--- src/rtl/cpu_types_pkg.sv ---
// Shared CPU-side types: machine word, RAM handshake state, and the
// memory arbiter's grant state plus its default tuning values.
package cpu_types_pkg;

    typedef logic [31:0] word_t;

    typedef enum logic [1:0] {
        FREE   = 2'd0,
        BUSY   = 2'd1,
        ACCESS = 2'd2,
        ERROR  = 2'd3
    } ramstate_t;

    typedef enum logic [1:0] {
        IDLE  = 2'd0,
        IBUSY = 2'd1,
        DBUSY = 2'd2
    } arb_state_t;

    localparam int ARB_MAX_DSTREAK = 4;
    localparam int ARB_TIMEOUT     = 255;

endpackage

--- src/rtl/arb_timeout_counter.sv ---
// Watchdog for the arbiter's busy states: counts cycles spent waiting on
// the RAM and flags expiry once the configured limit is reached.
module arb_timeout_counter
    import cpu_types_pkg::*;
#(
    parameter int WIDTH = 8,
    parameter int LIMIT = ARB_TIMEOUT
) (
    input  logic CLK,
    input  logic nRST,
    input  logic clear,
    input  logic enable,
    output logic expire
);

    logic [WIDTH-1:0] tcnt;

    assign expire = (tcnt == WIDTH'(LIMIT));

    // Busy-cycle count; clear wins, and the count parks at the limit.
    always_ff @(posedge CLK or negedge nRST) begin
        if (!nRST) begin
            tcnt <= '0;
        end else if (clear) begin
            tcnt <= '0;
        end else if (enable && !expire) begin
            tcnt <= tcnt + 1'b1;
        end
    end

endmodule

--- src/rtl/memory_arbiter.sv ---
// Shares the single RAM port between instruction fetch and data access.
// Data has priority, a streak limit guarantees fetch progress, and a
// watchdog abandons transfers when the RAM never answers.
module memory_arbiter
    import cpu_types_pkg::*;
#(
    parameter int MAX_DSTREAK = ARB_MAX_DSTREAK,
    parameter int TIMEOUT     = ARB_TIMEOUT
) (
    input  logic        CLK,
    input  logic        nRST,
    input  logic        iREN,
    input  logic [31:0] iaddr,
    input  logic        dREN,
    input  logic        dWEN,
    input  logic [31:0] daddr,
    input  logic [31:0] dstore,
    output logic        ihit,
    output logic        dhit,
    output logic        iwait,
    output logic        dwait,
    output logic [31:0] iload,
    output logic [31:0] dload,
    output logic        ramREN,
    output logic        ramWEN,
    output logic [31:0] ramaddr,
    output logic [31:0] ramstore,
    input  logic [31:0] ramload,
    input  logic [1:0]  ramstate,
    output logic        arb_err
);

    localparam int STREAK_W = $clog2(MAX_DSTREAK + 1);
    localparam logic [STREAK_W-1:0] STREAK_MAX = STREAK_W'(MAX_DSTREAK);

    arb_state_t          state, state_next;
    ramstate_t           rs;
    logic [STREAK_W-1:0] streak;
    logic                data_req, req_held;
    logic                grant_d, grant_i, finish, abort, fail;
    logic                expire;

    assign rs       = ramstate_t'(ramstate);
    assign data_req = dREN | dWEN;
    assign iwait    = iREN & ~ihit;
    assign dwait    = data_req & ~dhit;

    arb_timeout_counter #(
        .WIDTH (8),
        .LIMIT (TIMEOUT)
    ) u_tcnt (
        .CLK    (CLK),
        .nRST   (nRST),
        .clear  (state_next == IDLE),
        .enable (state_next != IDLE),
        .expire (expire)
    );

    // Next-state and grant/complete/abort decisions.
    // While a hit is being presented the requester still holds its old
    // request, so no grant is made in that cycle.
    always_comb begin
        state_next = state;
        grant_d    = 1'b0;
        grant_i    = 1'b0;
        finish     = 1'b0;
        abort      = 1'b0;
        fail       = 1'b0;
        req_held   = 1'b0;
        case (state)
            IDLE: begin
                if (!(ihit || dhit)) begin
                    if (data_req && ((streak < STREAK_MAX) || !iREN)) begin
                        grant_d    = 1'b1;
                        state_next = DBUSY;
                    end else if (iREN) begin
                        grant_i    = 1'b1;
                        state_next = IBUSY;
                    end
                end
            end
            IBUSY, DBUSY: begin
                req_held = (state == IBUSY) ? iREN : data_req;
                if (!req_held) begin
                    abort = 1'b1;
                end else if (rs == ERROR) begin
                    fail = 1'b1;
                end else if (rs == ACCESS) begin
                    finish = 1'b1;
                end else if (expire) begin
                    fail = 1'b1;
                end
                if (abort || fail || finish) begin
                    state_next = IDLE;
                end
            end
            default: state_next = IDLE;
        endcase
    end

    // State, captured RAM request, streak, hit pulses and load registers.
    always_ff @(posedge CLK or negedge nRST) begin
        if (!nRST) begin
            state    <= IDLE;
            streak   <= '0;
            ramREN   <= 1'b0;
            ramWEN   <= 1'b0;
            ramaddr  <= '0;
            ramstore <= '0;
            ihit     <= 1'b0;
            dhit     <= 1'b0;
            iload    <= '0;
            dload    <= '0;
            arb_err  <= 1'b0;
        end else begin
            state <= state_next;
            ihit  <= 1'b0;
            dhit  <= 1'b0;
            if (grant_d) begin
                ramaddr  <= daddr;
                ramstore <= dstore;
                ramWEN   <= dWEN;
                ramREN   <= ~dWEN;
                streak   <= iREN ? ((streak == STREAK_MAX) ? streak : streak + 1'b1) : '0;
            end
            if (grant_i) begin
                ramaddr <= iaddr;
                ramREN  <= 1'b1;
                ramWEN  <= 1'b0;
                streak  <= '0;
            end
            if (finish) begin
                ramREN <= 1'b0;
                ramWEN <= 1'b0;
                if (state == IBUSY) begin
                    ihit  <= 1'b1;
                    iload <= ramload;
                end else begin
                    dhit <= 1'b1;
                    if (!ramWEN) begin
                        dload <= ramload;
                    end
                end
            end
            if (abort || fail) begin
                ramREN <= 1'b0;
                ramWEN <= 1'b0;
            end
            if (fail) begin
                arb_err <= 1'b1;
            end
        end
    end

endmodule

--- config.mk ---
export PLATFORM = sky130hd
export DESIGN_NAME = memory_arbiter
export DESIGN_NICKNAME = d
export VERILOG_FILES = /design/src/rtl/cpu_types_pkg.sv /design/src/rtl/arb_timeout_counter.sv /design/src/rtl/memory_arbiter.sv
export SDC_FILE = /design/constraint.sdc
export NUM_CORES = 1
export LEC_CHECK = 0
export ABC_CLOCK_PERIOD_IN_PS = 3000
export BUFFER_PORTS_ARGS = -buffer_cell sky130_fd_sc_hd__clkbuf_2
export CAP_MARGIN = 10
export CORE_UTILIZATION = 45
export DETAILED_ROUTE_END_ITERATION = 16
export GPL_TIMING_DRIVEN = 0
export PLACE_DENSITY = 0.77
export SYNTH_ARGS = -nofsm -noshare
export SYNTH_HDL_FRONTEND = slang
export SYNTH_SLANG_ARGS = --single-unit
--- constraint.sdc ---
create_clock -name CLK -period 3 [get_ports CLK]
set_input_delay 0.45 -clock CLK [delete_from_list [all_inputs] [get_ports CLK]]
set_output_delay 0.45 -clock CLK [all_outputs]
set_load 0.05 [all_outputs]
== Word level (Yosys, flattened, before mapping) ==
Cells that the tools add are included.
Operators by class
  multiplexer cells: 47
  equality and inequality tests: 7
  reductions and logical operators: 19
  bitwise operators: 8
  add/sub/neg operators: 2
  order comparisons: 1
Operators with widths (number)
  2-to-1 mux 32 bit: 2
  2-to-1 mux 1 bit: 34
  2-to-1 mux 8 bit: 2
  2-to-1 mux 3 bit: 4
  adder 8 x 1 -> 8 bit, second input constant: 1
  == test 8 bit, second input constant: 1
  2-to-1 mux 2 bit: 4
  == test 2 bit, second input constant: 3
  nonzero test 2 bit: 3
  logical OR 1 bit: 5
  NOT 1 bit: 5
  logical NOT 2 bit: 2
  one-hot mux 2 bit (2 select lines): 1
  AND reduction 2 bit: 2
  nonzero test 4 bit: 1
  adder 3 x 1 -> 3 bit, second input constant: 1
  == test 3 bit, second input constant: 1
  < comparator 3 bit, second input constant: 1
  inequality test 3 bit, second input constant: 1
  AND reduction 3 bit: 1
  AND 1 bit: 2
  == test 2 x 1 -> 1 bit, second input constant: 1
  logical AND 1 bit: 2
  logical NOT 1 bit: 2
  other kinds (2): 2
Storage, ports and cells
  output and inout bits: 135
  bits in registers: 146

== Logic depth before layout (Yosys ltp) ==
  depth in word-level cells: 14
  gate-level depth with buffers: 9
  gate-level depth less buffers: 7

== Modules after synthesis ==
A second synthesis with hierarchy kept.
Second synthesis, totals
  cell total of the unflattened synthesis: 561
  area total of the unflattened synthesis: 6092.1 um2
By module, submodules not included
  memory_arbiter: cells an instance 514, times used 1, area an instance 5622.9 um2
  arb_timeout_counter: cells an instance 47, times used 1, area an instance 469.2 um2

== Least setup slack after synthesis ==
OpenSTA, ideal clock, no wires.
  path type: reg2reg
  start point: reg state[1]
  end point: reg dload[12]
  stages on the path, launching flop included: 9
  period minus slack after synthesis: 2.315 ns
  path slack: 0.685 ns
  library setup time: 0.125 ns
  arrival time: 2.191 ns
  path through: dfrtp_1 -> inv_1 -> ha_1 -> or2b_1 -> o211ai_2 -> or3b_4 -> nor3_2 -> buf_4 -> mux2_2
On the way
  cells in the longest elaborated chain, start to end: 6
  elaborated cells between the ends (all ways): 9
RTL lines
  from (decl): RTL line memory_arbiter.sv:36  | arb_state_t state, state_next;
  from (signal assigned): RTL line memory_arbiter.sv:116  | state <= state_next;
  == test 2 x 1 -> 1 bit
  2-to-1 mux 1 bit: RTL line memory_arbiter.sv:83  | req_held = (state == IBUSY) ? iREN : data_req;
  2-to-1 mux 1 bit: RTL line memory_arbiter.sv:84  | if (!req_held) begin
  2-to-1 mux 1 bit (2 in a row): RTL line memory_arbiter.sv:70  | case (state)
  AND reduction 3 bit (no line) (*)
  to (signal assigned): RTL line memory_arbiter.sv:141  | dload <= ramload;
  to (decl): RTL line memory_arbiter.sv:23  | output logic [31:0] dload,
Mark *: on every way between the ends. The rest lies on a longest branch, timed or not. The select of a mux whose other input is x is not followed.
A chain may end at the register's enable or synchronous reset.

== Worst setup path after layout ==
  start point: reg state[1]
  end point: reg dload[8]
Same word-level chain as after synthesis.

==> impl_metrics.env <==
export IMPL_fin_skew_ps=10.4
export IMPL_max_freq_mhz=372
export IMPL_crit_type="flop to flop"
export IMPL_cts_sinks=146
export IMPL_routedWlPerCell_um=15.6
export IMPL_grt_usage=0.237
export IMPL_maxSlewViolCount=0
export IMPL_drtPass1Iterations=4
export IMPL_p_comb_frac=0.519
export IMPL_swShare=0.510
export IMPL_root_buffer="clkbuf_16"
export IMPL_synth_edff_count=0
export IMPL_vdd_drop_max_v=0.000776
export IMPL_power_total_mw=11.4
export IMPL_tightest_slew_ps=587
export IMPL_status="completed"
export IMPL_io_pins=270
export IMPL_cts_inserted_buffers=17
export IMPL_grt_pass1_vias=5253
export IMPL_die_x_um=119
export IMPL_grt_start_max_net_pins=87
export IMPL_pre_cts_slack_ps=292
export IMPL_finalCriticalPeriod_ps=2690
export IMPL_reg2reg_to="dload[8]$_DFFE_PN0P_"
export IMPL_slowest_stage="or3b_4"
export IMPL_syn_instance_count=562
export IMPL_htree_levels=4
export IMPL_cap_violations=0
export IMPL_min_period_over_period=0.896
export IMPL_p_leak_nw=4.50
export IMPL_grt_setup_unrepaired="no"
export IMPL_hold_viol=0
export IMPL_intPower_mw=5.60
export IMPL_final_setup_tns_ps=0
export IMPL_synth_area_leaders="dfrtp_1, nand2_1, mux2_4, mux2_2, a31oi_1"
export IMPL_ys_seq_area_frac=0.594
export IMPL_reg2regPathDepth=8
export IMPL_core_mm2=0.0133
export IMPL_setup_viol_count_final=0
export IMPL_drtIter0Drc=288
export IMPL_pwr_share_clk=0.185
export IMPL_ctsResizeCount=0
export IMPL_cts_buffer_depth=2
export IMPL_timing_critical_path_fanout_max=10
export IMPL_syn_area_mm2=0.00615
export IMPL_clk_latency_ps=420
export IMPL_crit_path_end_kind="flop"
export IMPL_r2r_start="state[1]$_DFF_PN0_"
export IMPL_start_util=0.463
export IMPL_place_congestion=0.799
export IMPL_p_per_area_mw_per_mm2=1370
export IMPL_cts_tree="built"
export IMPL_final_antenna_net_count=0
export IMPL_dp_final_hpwl_um=12000
export IMPL_path_cells="inv_1 > ha_1 > or2b_1 > o211ai_2 > or3b_4 > nor3_2 > buf_4 > mux2_2"
export IMPL_finalCoreUtilization=0.628
export IMPL_cts_setup_buffers=0
export IMPL_ys_ff_latch=146
export IMPL_whs_ps=4.20
export IMPL_row_count=42
export IMPL_drc=0
export IMPL_synth_flop_cell="dfrtp_1"
export IMPL_fin_ws_ps=311
export IMPL_worstHoldPathType="primary input to async pin"
export IMPL_p_sw_mw=5.82
export IMPL_yosysTopAreaCell="dfrtp_1"
export IMPL_worstPathRequired_ps=3290
export IMPL_syn_nets=703
export IMPL_die_h_um=119
export IMPL_antenna_found_initial=0
export IMPL_fin_nets=991
export IMPL_critical_path_max_stage_delay_ps=440
export IMPL_via_per_inst=4.95
export IMPL_synth_cell_types=46
export IMPL_reg2reg_slack_ps=310
export IMPL_synth_top_area_share=0.594
export IMPL_clk_pin_slew_ps=60
export IMPL_diodes=0
export IMPL_syn_to_final_growth_pct=35.6
export IMPL_synth_area_per_cell_um2=11.0
export IMPL_startpoint_type="flop"
export IMPL_pwr_share_seq=0.296
export IMPL_port_buffers=268
export IMPL_grt_overflow=0
export IMPL_synthArstFlopShare=1.00
export IMPL_die_area_mm2=0.0141
export IMPL_relSlewSlack=0.604
export IMPL_holdBufCountCts=0
export IMPL_fillers=1067
export IMPL_grt_pass1_wl_um=26000
export IMPL_totalWireLength_um=16200
export IMPL_ys_warn_count=0
export IMPL_cp_arrival_ps=2980
export IMPL_drive_above_1_share=0.428
export IMPL_via_count=5146
==> worst max-delay path by stage <==
stage	startpoint	endpoint	slack (ps)	depth (start not counted)
floorplan	state[1]$_DFF_PN0_	dload[12]$_DFFE_PN0P_	680	8
global placement	nRST	ramstore[29]$_DFFE_PN0P_	-990	1
detailed placement	state[1]$_DFF_PN0_	dload[30]$_DFFE_PN0P_	290	8
CTS	state[1]$_DFF_PN0_	dload[9]$_DFFE_PN0P_	280	8
global route	state[1]$_DFF_PN0_	dload[7]$_DFFE_PN0P_	140	8
finish	state[1]$_DFF_PN0_	dload[8]$_DFFE_PN0P_	310	8
==> critical path, delay by kind of cell, from the launching register on <==
kind / cells / cell delay, ps
buf+inv: 2 / 380
fa+ha+maj: 1 / 270
simple gates: 3 / 1020
flops: 1 / 430
compound gates: 1 / 130
mux: 1 / 360
==> logic make-up (layout without fill, tap and decap cells) <==
group	count (synthesis)	count (layout)	synth area share
DFF	146	146	0.594
buffers and inverters	39	340	0.0313
adders and majority gates	6	6	0.0122
muxes	65	65	0.136
xor gates and xnor gates	2	2	0.00285
AOI/OAI and AO/OA	59	59	0.0622
and+or+nand+nor	245	245	0.161
==> area by class of cell <==
class	instances	area [um^2]	area share
clock inverters	14	153	0.0183
plain buffers	31	163	0.0195
multi-input cells	377	2310	0.277
clock buffers	18	439	0.0526
flip-flops and latches	146	3650	0.438
inverters	8	30.0	0.00360
repair buffers	269	1380	0.165
well taps	176	220	0.0264
==> stage by stage <==
step | cell area [um^2] | instances
2_1_floorplan | 6150 | 562
3_3_place_gp | 7720 | 1006
3_5_place_dp | 7750 | 1007
4_1_cts | 8340 | 1039
5_1_grt | 8340 | 1039
6_report | 8340 | 1039
==> cells in the final DEF, fill, tap and decap left out, drive strengths merged, types with 2 or more instances in the layout <==
| cell | n |
|---|---|
| o21ai | 8 |
| a21oi | 7 |
| mux2 | 64 |
| ha | 6 |
| nand3 | 7 |
| o211ai | 2 |
| bufinv | 2 |
| inv | 13 |
| clkbuf | 304 |
| nand4 | 2 |
| or3b | 2 |
| nor3 | 7 |
| buf | 14 |
| clkinv | 3 |
| nand2 | 169 |
| or2 | 2 |
| dfrtp | 146 |
| clkinvlp | 4 |
| a211oi | 2 |
| a31oi | 33 |
| nor2 | 47 |
==> metal layers <==
metal	track usage	routed length, um	up-vias
li1	-	-	2452
met1	0.282	6730	2456
met2	0.407	8140	223
met3	0.0723	1170	15
met4	0.0775	178	0
met5	0	0	-
==> power by group through the flow <==
stage / Clock (mW) / Combinational, mW / Sequential [mW]
after detailed placement: 0 / 5.95 / 3.38
after CTS: 2.15 / 5.96 / 3.38
after global placement: 0 / 5.87 / 3.35
final: 2.11 / 5.92 / 3.38
after global routing: 2.24 / 6.24 / 3.48
after floorplan: 0 / 1.52 / 6.31
==> cell usage after synthesis, types with 2 or more instances <==
| cell type | instances |
|---|---|
| nand2_1 | 169 |
| dfrtp_1 | 146 |
| nor2_1 | 47 |
| a31oi_1 | 33 |
| mux2_4 | 29 |
| mux2_2 | 26 |
| clkbuf_1 | 18 |
| mux2_1 | 9 |
| inv_1 | 8 |
| o21ai_0 | 8 |
| a21oi_1 | 7 |
| nand3_1 | 7 |
| ha_1 | 6 |
| nor3_1 | 6 |
| buf_1 | 4 |
| buf_4 | 4 |
| buf_6 | 4 |
| nand4_1 | 2 |
| or2_1 | 2 |
==> registers in the layout, summed over array words and instances, names as in the netlist <==
name,count
streak,3
ramaddr,32
state,2
ihit,1
arb_err,1
iload,32
ramstore,32
ramWEN,1
ramREN,1
dload,32
u_tcnt.tcnt,8
dhit,1
Note: power is estimated with default switching activity, not from simulation.
